File: config.mk
export PLATFORM = sky130hd
export DESIGN_NAME = input_debouncer
export DESIGN_NICKNAME = d
export VERILOG_FILES = /design/src/rtl/debounce_pkg.sv /design/src/rtl/sync_chain.sv /design/src/rtl/input_debouncer.sv
export SDC_FILE = /design/constraint.sdc
export NUM_CORES = 1
export LEC_CHECK = 0
export ABC_AREA = 1
export BUFFER_PORTS_ARGS = -buffer_cell sky130_fd_sc_hd__buf_4
export CORE_UTILIZATION = 45
export CTS_CLUSTER_SIZE = 40
export DETAILED_ROUTE_END_ITERATION = 8
export PLACE_DENSITY = 0.65
export SLEW_MARGIN = 20
export SYNTH_ARGS = -nofsm -noshare
export SYNTH_HDL_FRONTEND = slang
export SYNTH_HIERARCHICAL = 1
export SYNTH_SLANG_ARGS = --single-unit
export TNS_END_PERCENT = 1
File: constraint.sdc
create_clock -name clock -period 1.65 [get_ports clock]
set_input_delay 0.0825 -clock clock [delete_from_list [all_inputs] [get_ports clock]]
set_output_delay 0.0825 -clock clock [all_outputs]
set_load 0.005 [all_outputs]
File: src/rtl/debounce_pkg.sv
// Shared types and limits for the input debouncer and related
// raw-input conditioning blocks.
package debounce_pkg;

  // Bit 1 is the accepted level; bit 0 xor bit 1 marks a pending candidate.
  typedef enum logic [1:0] {
    ST_LOW    = 2'b00,
    PEND_HIGH = 2'b01,
    ST_HIGH   = 2'b11,
    PEND_LOW  = 2'b10
  } db_state_t;

  localparam int GLITCH_W = 8;
  localparam logic [GLITCH_W-1:0] GLITCH_MAX = '1;

  localparam int SYNC_MIN = 2;
  localparam int SYNC_MAX = 4;
  localparam int DB_MIN   = 2;
  localparam int DB_MAX   = 65535;

  function automatic logic is_pend(db_state_t st);
    return st[1] ^ st[0];
  endfunction

endpackage

File: src/rtl/sync_chain.sv
// N-flop single-bit synchronizer for asynchronous inputs.
// Output is the last stage only.
module sync_chain #(
  parameter int N = 2
) (
  input  logic clock,
  input  logic reset_n,
  input  logic d,
  output logic q
);

  logic [N-1:0] stages;

  always_ff @(posedge clock or negedge reset_n) begin
    if (!reset_n) stages <= '0;
    else          stages <= {stages[N-2:0], d};
  end

  assign q = stages[N-1];

endmodule

File: src/rtl/input_debouncer.sv
// Debounces an asynchronous raw input into a clean registered level and
// counts rejected candidate transitions (saturating).
module input_debouncer
  import debounce_pkg::*;
#(
  parameter  int SYNC_STAGES     = 2,
  parameter  int DEBOUNCE_CYCLES = 16,
  localparam int CNT_W           = $clog2(DEBOUNCE_CYCLES)
) (
  input  logic                clock,
  input  logic                reset_n,
  input  logic                raw_in,
  input  logic                glitch_clear,
  output logic                data,
  output logic                busy,
  output logic [GLITCH_W-1:0] glitch_count
);

  if (SYNC_STAGES < SYNC_MIN || SYNC_STAGES > SYNC_MAX) begin : g_bad_sync
    $error("input_debouncer: SYNC_STAGES out of range");
  end
  if (DEBOUNCE_CYCLES < DB_MIN || DEBOUNCE_CYCLES > DB_MAX) begin : g_bad_db
    $error("input_debouncer: DEBOUNCE_CYCLES out of range");
  end

  localparam logic [CNT_W-1:0] CNT_LAST = CNT_W'(DEBOUNCE_CYCLES - 1);
  localparam logic [CNT_W-1:0] CNT_ONE  = CNT_W'(1);

  logic             s;
  db_state_t        state, state_nxt;
  logic [CNT_W-1:0] cnt, cnt_nxt;
  logic             glitch;

  sync_chain #(.N(SYNC_STAGES)) u_sync (
    .clock   (clock),
    .reset_n (reset_n),
    .d       (raw_in),
    .q       (s)
  );

  always_ff @(posedge clock or negedge reset_n) begin
    if (!reset_n) begin
      state <= ST_LOW;
      cnt   <= '0;
    end else begin
      state <= state_nxt;
      cnt   <= cnt_nxt;
    end
  end

  // A sample back at the accepted level aborts the candidate; the next
  // differing sample restarts qualification from scratch.
  always_comb begin
    state_nxt = state;
    cnt_nxt   = cnt;
    glitch    = 1'b0;
    case (state)
      ST_LOW: begin
        if (s) begin
          state_nxt = PEND_HIGH;
          cnt_nxt   = CNT_ONE;
        end else begin
          cnt_nxt = '0;
        end
      end
      PEND_HIGH: begin
        if (!s) begin
          state_nxt = ST_LOW;
          cnt_nxt   = '0;
          glitch    = 1'b1;
        end else if (cnt == CNT_LAST) begin
          state_nxt = ST_HIGH;
          cnt_nxt   = '0;
        end else begin
          cnt_nxt = cnt + CNT_ONE;
        end
      end
      ST_HIGH: begin
        if (!s) begin
          state_nxt = PEND_LOW;
          cnt_nxt   = CNT_ONE;
        end else begin
          cnt_nxt = '0;
        end
      end
      PEND_LOW: begin
        if (s) begin
          state_nxt = ST_HIGH;
          cnt_nxt   = '0;
          glitch    = 1'b1;
        end else if (cnt == CNT_LAST) begin
          state_nxt = ST_LOW;
          cnt_nxt   = '0;
        end else begin
          cnt_nxt = cnt + CNT_ONE;
        end
      end
      default: begin
        state_nxt = ST_LOW;
        cnt_nxt   = '0;
      end
    endcase
  end

  // Clear wins over a same-cycle glitch event.
  always_ff @(posedge clock or negedge reset_n) begin
    if (!reset_n)                             glitch_count <= '0;
    else if (glitch_clear)                    glitch_count <= '0;
    else if (glitch && glitch_count != GLITCH_MAX) glitch_count <= glitch_count + 1'b1;
  end

  assign data = state[1];
  assign busy = is_pend(state);

endmodule

==> results.cfg, run 1 <==
[pwr]
powerDensity_mw_per_mm2 = 1060
leakagePower_nw = 0.594
max-vdd-ir-drop_mv = 0.705

[timing]
period_share = 0.830
fin_crit_ps = 1370
relSlewSlack = 0.831
finalHoldViolations = 0
fin_worst_skew_ps = 1.43
hold_ws_ps = 69.5
worst_slack_ps = 280
finalSetupTns_ps = 0
worst_pin_slew_ps = 254
drv_slew = 0
timing.fmax_ghz = 0.730
rsz0062_at_grt = false
setup_viol = 0

[floorplan]
die_x_um = 47.4
die_h_um = 47.4
start_util = 0.477
coreArea_mm2 = 0.00194
rows = 16
pin_count = 14
die-area_mm2 = 0.00224

[clock_tree]
cts_buffer_depth = 2
clk_latency_ps = 290
cts_made_buffers = 3
cts.sinks = 16
ctsResizeCount = 0
clkTransAtPathRegs_ps = 90
clockRootBuffer = clkbuf_4
cts_tree = yes
htree_levels = 1

[worst_setup_path]
r2r_cells = 8
path_max_fanout = 5
r2r_slack_ps = 310
crit_path_start_kind = flip-flop
cp_data_required_time_ps = 1570
reg2reg_from = state[1]
arrival_ps = 1290
crit_type = reg -> out
endpoint_kind = output port
r2r-end = state[1]

[drt]
dr.pass1.iters = 4
wl_um = 1750
wl_per_cell_um = 10.4
drt_iter0_drc = 14
num_vias = 789
ant_nets = 0
route.detailed.drc = 0
routed_via_density = 4.70

[logic_synthesis]
ys_types = 18
ys_seq_elements = 16
synth_nets = 133
netlist_instances = 122
syn_area_um2 = 926
ys_seq_area_frac = 0.432
ys_warn_count = 6
postSynthAreaPerCell_um2 = 7.59

[global_routing]
grt_pass1_vias = 625
grt_usage = 0.175
gr-total-overflow = 0
grt_pass1_wl_um = 2650
antenna_found_initial = 0
grt_max_degree = 17

[placement]
dp_hpwl_um = 1330
place_ws_ps = 323
port_buffers = 13
place_inst = 162
gp_congestion = 0.770

[worst_hold_path]
min_from = glitch_clear
holdPathEnd = glitch_count[4]
hp-class = in -> reg
worstHoldPathCells = 4

[cells_and_area]
layout.nets = 153
fin_cells = 168
drive_gt1_frac = 0.163
ff_latch_area_um2 = 400
diodes = 0
fill_cells = 208
area_growth_pct = 20.3
multiInputGateArea_um2 = 465

[run_status]
status = finished, final reports clean

[run]
maxCapViolCount = 0
metrics by stage:
stage                util  cell area, um2  power, mW
global route        0.573            1110       1.29
finish              0.573            1110       1.18
global placement    0.544            1060      0.927
detailed placement  0.544            1060      0.927
CTS                 0.573            1110       1.19
floorplan               -             926      0.793
metal layers:
metal,wire length (um),global-route usage,vias to the layer above,share of wire
met5,0,0,-,0
met4,42,0.103,0,0.024
met3,65,0.0423,4,0.037
met2,751,0.236,11,0.43
met1,892,0.252,348,0.51
li1,-,-,426,-
cells by family after synthesis:
| family | count (synthesis) | synth area share |
|---|---|---|
| DFF | 16 | 0.432 |
| AOI/OAI and AO/OA | 10 | 0.0595 |
| xor gates and xnor gates | 2 | 0.0189 |
| and+or+nand+nor | 71 | 0.330 |
| buffers and inverters | 16 | 0.0649 |
| adders and majority gates | 7 | 0.0946 |
layout make-up:
class                           count  area share
Clock buffer                        4      0.0326
Inverter                           16      0.0539
Multi-Input combinational cell     90       0.418
Sequential cell                    16       0.360
Tap cell                           27      0.0303
Timing Repair Buffer               15       0.106
sequential cells by signal (all words and copies together) (netlist names):
signal         count
glitch_count       8
cnt                4
state              2
u_sync/stages      2
synthesized netlist by cell type:
cell      number  share of area
a21oi_1        1         0.0054
dfrtp_1       16           0.43
ha_1           7          0.095
inv_1         14          0.057
inv_2          2         0.0081
nand2_1       41           0.17
nand2_2        2          0.014
nand2_4        1          0.012
nand3_1       10          0.054
nand3_2        1          0.011
nand4_1        2          0.014
nor2_1        12          0.049
nor3_1         2          0.011
o211ai_1       1         0.0081
o21ai_0        7          0.038
o21bai_1       1         0.0081
xnor2_1        1         0.0095
xor2_1         1         0.0095
worst max-delay path, cell delays in order (launching register included):
cell and delay (ps):
dfrtp_1 430, inv_1 100, ha_1 330, buf_4 140
layout by cell type (no fill, tap or decap), drive strengths merged:
master and count:
o211ai 1, o21ai 7, nor3 2, buf 13
nand3 11, clkbuf 4, xor2 1, nand2 44
nor2 12, o21bai 1, xnor2 1, nand4 2
dfrtp 16, a21oi 1, dlygate4sd3 2, inv 16
ha 7
worst max path at each step:
stage               startpoint  depth (start not counted)  slack (ps)       end
global route          state[1]                          6         180  state[1]
finish                state[1]                          3         280      busy
CTS                   state[1]                          3         270      busy
detailed placement    state[1]                          8         320  state[1]
floorplan             state[1]                          6         410  state[1]
global placement      state[1]                          6         360  state[1]
timing repair:
action	4_1_cts	5_1_grt
setup buffers	0	0
hold buffers	2	0
hold endpoints to repair	17	0
where the power goes:
part	internal [mW]	total [mW]	switching, mW
clock network	0.134	0.258	0.123
registers	0.446	0.500	0.0542
logic	0.179	0.421	0.242
Note: power is estimated with default switching activity, not from simulation.
==> inputs of run 2 (changes only) <==
--- a/config.mk
+++ b/config.mk
@@ -10,7 +10,7 @@
 export CORE_UTILIZATION = 45
 export CTS_CLUSTER_SIZE = 40
 export DETAILED_ROUTE_END_ITERATION = 8
-export PLACE_DENSITY = 0.65
+export PLACE_DENSITY = 0.68
 export SLEW_MARGIN = 20
 export SYNTH_ARGS = -nofsm -noshare
 export SYNTH_HDL_FRONTEND = slang
==> constraint.sdc (replaced) <==
create_clock -name clock -period 1.1 [get_ports clock]
set_input_delay 0.055 -clock clock [delete_from_list [all_inputs] [get_ports clock]]
set_output_delay 0.055 -clock clock [all_outputs]
set_load 0.005 [all_outputs]
==> run 2 against run 1 <==
Net effect:
- the flow now finishes with violations (negative setup slack)
- cell area is 21% higher
- hold slack worse by 51 ps
- sequential power is 50% higher
- worst setup slack worse by 490 ps
- via count is 13% higher
- non-clock buffer count is 19 higher
- power is 85% higher
- die area stayed put
- sequential cell count stayed put
- clock skew is 2.3 ps higher
- largest cell class unchanged
==> results.cfg, run 2 (same netlist as run 1, synthesis figures left out) <==
[run_status]
status = finished with violations
violations = negative setup slack

[global_routing]
gr-total-overflow = 0
grt_max_degree = 17
antenna_found_initial = 0
grt_pass1_vias = 757
grt_usage = 0.210
grt_pass1_wl_um = 3250

[worst_setup_path]
crit_path_start_kind = flip-flop
cp_data_required_time_ps = 1300
reg2reg_from = state[1]
path_max_fanout = 8
path_cells = inv_4, ha_4, nand2_1, nand2_2, nand2_2, nand2_4, inv_6, nand2_1, nand2_1
critical-path-top-delay-family = flip-flops
endpoint_kind = flip-flop
max_stage_delay_ps = 470
path_common_cell = nand2_1
path_buf_inv = 2
crit_path_start = state[1]
arrival_ps = 1500
slowest_stage = dfrtp_2
crit_type = reg -> reg

[clock_tree]
cts_made_buffers = 3
cts.sinks = 16
htree_levels = 1
cts_tree = yes
cts_buffer_depth = 2
clockRootBuffer = clkbuf_4
clk_latency_ps = 290
clkTransAtPathRegs_ps = 100

[timing]
relSlewSlack = 0.801
setup_viol = 14
worst_slack_ps = -210
timing.fmax_ghz = 0.763
fin_worst_skew_ps = 3.72
worst_pin_slew_ps = 299
period_share = 1.19
finalHoldViolations = 0
rsz0062_at_grt = true
fin_crit_ps = 1310
drv_slew = 0

[pwr]
switchingPower_mw = 0.815
seq_power_share = 0.345
powerDensity_mw_per_mm2 = 1610
power_frac_clock = 0.186
leakagePower_nw = 0.693
max-vdd-ir-drop_mv = 1.41
swShare = 0.375
power_frac_comb = 0.469
internal_power_mw = 1.36

[drt]
dr.pass1.iters = 4
ant_nets = 0
route.detailed.drc = 0
num_vias = 895
drt_iter0_drc = 25
routed_via_density = 4.79
wl_per_cell_um = 11.0
wl_um = 2060

[placement]
port_buffers = 13
postPlaceCellArea_mm2 = 0.00122
gp_congestion = 0.850
place_inst = 178
dp_hpwl_um = 1450

[cells_and_area]
area_growth_pct = 45.5
reg_top3 = glitch_count (8), cnt (4)
final_cell_mix = 32 x buf_4, 29 x nand2_1, 15 x dfrtp_1, 14 x nand2_2, 12 x nor2_1
layout.nets = 172
top_register = glitch_count
drive_gt1_frac = 0.394
largest_register_ffs = 8
fin_cells = 187
layout_commonest_cell = buf_4
design_area_mm2 = 0.00135
diodes = 0

[run]
maxCapViolCount = 0

[floorplan]
die-area_mm2 = 0.00224
die_h_um = 47.4
rows = 16
die_x_um = 47.4
pin_count = 14
start_util = 0.477
coreArea_mm2 = 0.00194

[worst_hold_path]
min_from = glitch_clear
hp-class = in -> reg
-- run 2: changes by cell type in the layout (fill, tap and decap cells not counted), sizes merged --
cell  change
buf      +19
-- run 2: layer usage --
| layer | share of wire | vias to the layer above | track usage |
|---|---|---|---|
| li1 | - | 465 | - |
| met5 | 0 | - | 0 |
| met1 | 0.49 | 405 | 0.311 |
| met2 | 0.46 | 21 | 0.307 |
| met4 | 0.012 | 0 | 0.0857 |
| met3 | 0.037 | 4 | 0.0231 |
-- run 2: layout make-up --
| cell class | instances | area (um2) |
|---|---|---|
| fillers | 174 | 594 |
| multi-input cells | 90 | 548 |
| flip-flops and latches | 16 | 402 |
| repair buffers | 34 | 260 |
| inverters | 16 | 67.6 |
| clock buffers | 4 | 36.3 |
| well taps | 27 | 33.8 |
-- run 2: path summary, 6_finish.rpt --
check | slack, ps | end | cells past startpoint
max | -210 | glitch_count[1] | 9
min | 20 | glitch_count[4] | 4
max reg2reg | -210 | glitch_count[1] | 9
min reg2reg | 360 | u_sync/stages[1] | 0
max in group asynchronous | 750 | state[1] | 2
min in group asynchronous | 150 | glitch_count[3] | 2
-- run 2: timing repair --
| action | 4_1_cts | 5_1_grt |
|---|---|---|
| resized for setup | 6 | 17 |
| hold buffers | 2 | 0 |
| setup endpoints to repair | 15 | 16 |
| cloned | 0 | 0 |
| endpoints found under the hold margin | 17 | 0 |
| setup buffers | 1 | 2 |
| pin swaps | 6 | 8 |
-- run 2: per-stage QoR --
stage | utilization | setup slack, ps | TNS (ps) | hold slack (ps) | total power [mW]
final | 0.694 | -210 | -2150 | 18.8 | 2.18
after global routing | 0.694 | -291 | -3340 | 39.6 | 2.35
after CTS | 0.668 | -188 | -2070 | 21.5 | 2.10
after detailed placement | 0.629 | -190 | -1730 | -72.6 | 1.64
after global placement | 0.629 | -172 | -1470 | -72.7 | 1.63
after floorplan | - | -84.8 | -747 | -241 | 1.28
-- run 2: worst register-to-register path, stage by stage, from the launching register on --
cell     delay, ps
dfrtp_2        470
inv_4          100
ha_4           140
nand2_1         60
nand2_2         80
nand2_2         70
nand2_4        140
inv_6           60
nand2_1         50
nand2_1         40
-- run 2: power by group through the flow --
stage                     clock network (mW)  logic [mW]  registers (mW)
final                                  0.404        1.02           0.752
after global routing                   0.429        1.16           0.762
after CTS                              0.409       0.942           0.751
after detailed placement                   0       0.882           0.761
after global placement                     0       0.869           0.756
after floorplan                            0       0.507           0.771
==> inputs of run 3 (changes only) <==
--- a/config.mk
+++ b/config.mk
@@ -7,10 +7,12 @@
 export LEC_CHECK = 0
 export ABC_AREA = 1
 export BUFFER_PORTS_ARGS = -buffer_cell sky130_fd_sc_hd__buf_4
+export CORE_MARGIN = 8
 export CORE_UTILIZATION = 45
 export CTS_CLUSTER_SIZE = 40
 export DETAILED_ROUTE_END_ITERATION = 8
 export PLACE_DENSITY = 0.68
+export RECOVER_POWER = 25
 export SLEW_MARGIN = 20
 export SYNTH_ARGS = -nofsm -noshare
 export SYNTH_HDL_FRONTEND = slang
==> run 3 against run 2 <==
Net effect:
- the run still ends with negative setup slack left
- combinational power decreased by 4%
- critical path depth unchanged
- wire length increased by 11%
- highest routed layer unchanged
==> results.cfg, run 3 (same netlist as run 1, synthesis figures left out) <==
[floorplan]
start_util = 0.472
die_x_um = 61.4
coreArea_mm2 = 0.00196
die_h_um = 61.4
rows = 16
pin_count = 14
die-area_mm2 = 0.00377

[worst_setup_path]
cp_data_required_time_ps = 1280
crit_type = reg -> reg
endpoint_kind = flip-flop
crit_path_start_kind = flip-flop
arrival_ps = 1480
path_max_fanout = 8

[placement]
gp_congestion = 0.839
dp_hpwl_um = 1710
port_buffers = 13
place_inst = 180
postPlaceCellArea_mm2 = 0.00124

[drt]
ant_nets = 0
route.detailed.drc = 0
dr.pass1.iters = 4
num_vias = 896
drt_iter0_drc = 24
wl_per_cell_um = 12.2
wl_um = 2280
routed_via_density = 4.79

[clock_tree]
clockRootBuffer = clkbuf_4
clkTransAtPathRegs_ps = 100
clk_latency_ps = 290
cts_made_buffers = 3
cts.sinks = 16
cts_buffer_depth = 2
htree_levels = 1
cts_tree = yes

[cells_and_area]
reg_top3 = glitch_count (8), cnt (4)
multiInputGateArea_um2 = 538
drive_gt1_frac = 0.338
top_register = glitch_count
ff_latch_area_um2 = 402
layout_commonest_cell = nand2_1
diodes = 0
post-route-util = 0.676
final_cell_mix = 40 x nand2_1, 30 x buf_4, 15 x dfrtp_1, 11 x inv_1, 10 x nor2_1
fill_cells = 182
layout.nets = 172
largest_register_ffs = 8
fin_cells = 187
area_growth_pct = 43.2
design_area_mm2 = 0.00133

[pwr]
switchingPower_mw = 0.789
swShare = 0.381
internal_power_mw = 1.28
power_frac_clock = 0.160
powerDensity_mw_per_mm2 = 1560
power_frac_comb = 0.474
leakagePower_nw = 0.698
seq_power_share = 0.367
max-vdd-ir-drop_mv = 1.36

[timing]
worst_pin_slew_ps = 419
period_share = 1.18
drv_slew = 0
hold_ws_ps = 60.7
worst_slack_ps = -202
relSlewSlack = 0.720
setup_viol = 14
timing.fmax_ghz = 0.768
fin_crit_ps = 1300
finalHoldViolations = 0
rsz0062_at_grt = true
fin_worst_skew_ps = 11.7

[run]
maxCapViolCount = 0

[global_routing]
grt_pass1_wl_um = 3780
gr-total-overflow = 0
grt_pass1_vias = 896
grt_usage = 0.134
grt_max_degree = 17
antenna_found_initial = 0

[worst_hold_path]
hp-class = in -> reg

[run_status]
violations = negative setup slack
status = finished with violations
## run 3: layout make-up
class                      count  share of cell area
inverter                      16              0.0491
timing repair buffer          34               0.197
multi-input combinational     90               0.406
tap                           27              0.0255
clock buffer                   4              0.0198
sequential                    16               0.303
## run 3: worst paths after layout
kind,start,end,slack [ps],cells past startpoint
min in group asynchronous,reset_n,cnt[3],210,2
worst min-delay path,glitch_clear,glitch_count[2],60,4
max in group asynchronous,reset_n,state[1],570,2
worst max-delay path,state[0],glitch_count[7],-200,9
worst min register to register,u_sync/stages[0],u_sync/stages[1],360,0
worst max register to register,state[0],glitch_count[7],-200,9
## run 3: what timing repair did
item | CTS | global route
hold buffers | 2 | 0
hold endpoints to repair | 17 | 0
setup endpoints to repair | 16 | 17
gates resized for setup | 6 | 6
setup buffers | 0 | 1
pin swaps | 3 | 3
## run 3: stage by stage
stage / power (mW) / TNS (ps) / worst slack [ps]
after floorplan: 1.28 / -747 / -84.8
after CTS: 2.06 / -2310 / -205
after global placement: 1.66 / -1370 / -152
after detailed placement: 1.69 / -1940 / -194
after global routing: 2.26 / -3500 / -298
final: 2.07 / -2130 / -202
## run 3: critical path, cell delays in order (launching register included)
cell,delay [ps]
dfrtp_1,440
inv_2,130
ha_4,140
nand2_1,40
nand2_1,90
nand2_2,70
nand2_4,120
inv_4,60
nand2_1,50
nand2_1,50
## run 3: power groups by stage
stage | Combinational, mW | Sequential (mW) | Clock (mW)
floorplan | 0.507 | 0.771 | 0
global placement | 0.908 | 0.754 | 0
detailed placement | 0.929 | 0.763 | 0
CTS | 0.972 | 0.751 | 0.342
global route | 1.12 | 0.768 | 0.365
finish | 0.981 | 0.759 | 0.331
## run 3: routing by layer
layer | vias up | part of all wire | GRT usage
li1 | 461 | - | -
met1 | 415 | 0.47 | 0.162
met2 | 16 | 0.47 | 0.221
met3 | 4 | 0.043 | 0.0334
met4 | 0 | 0.012 | 0.0584
met5 | - | 0 | 0
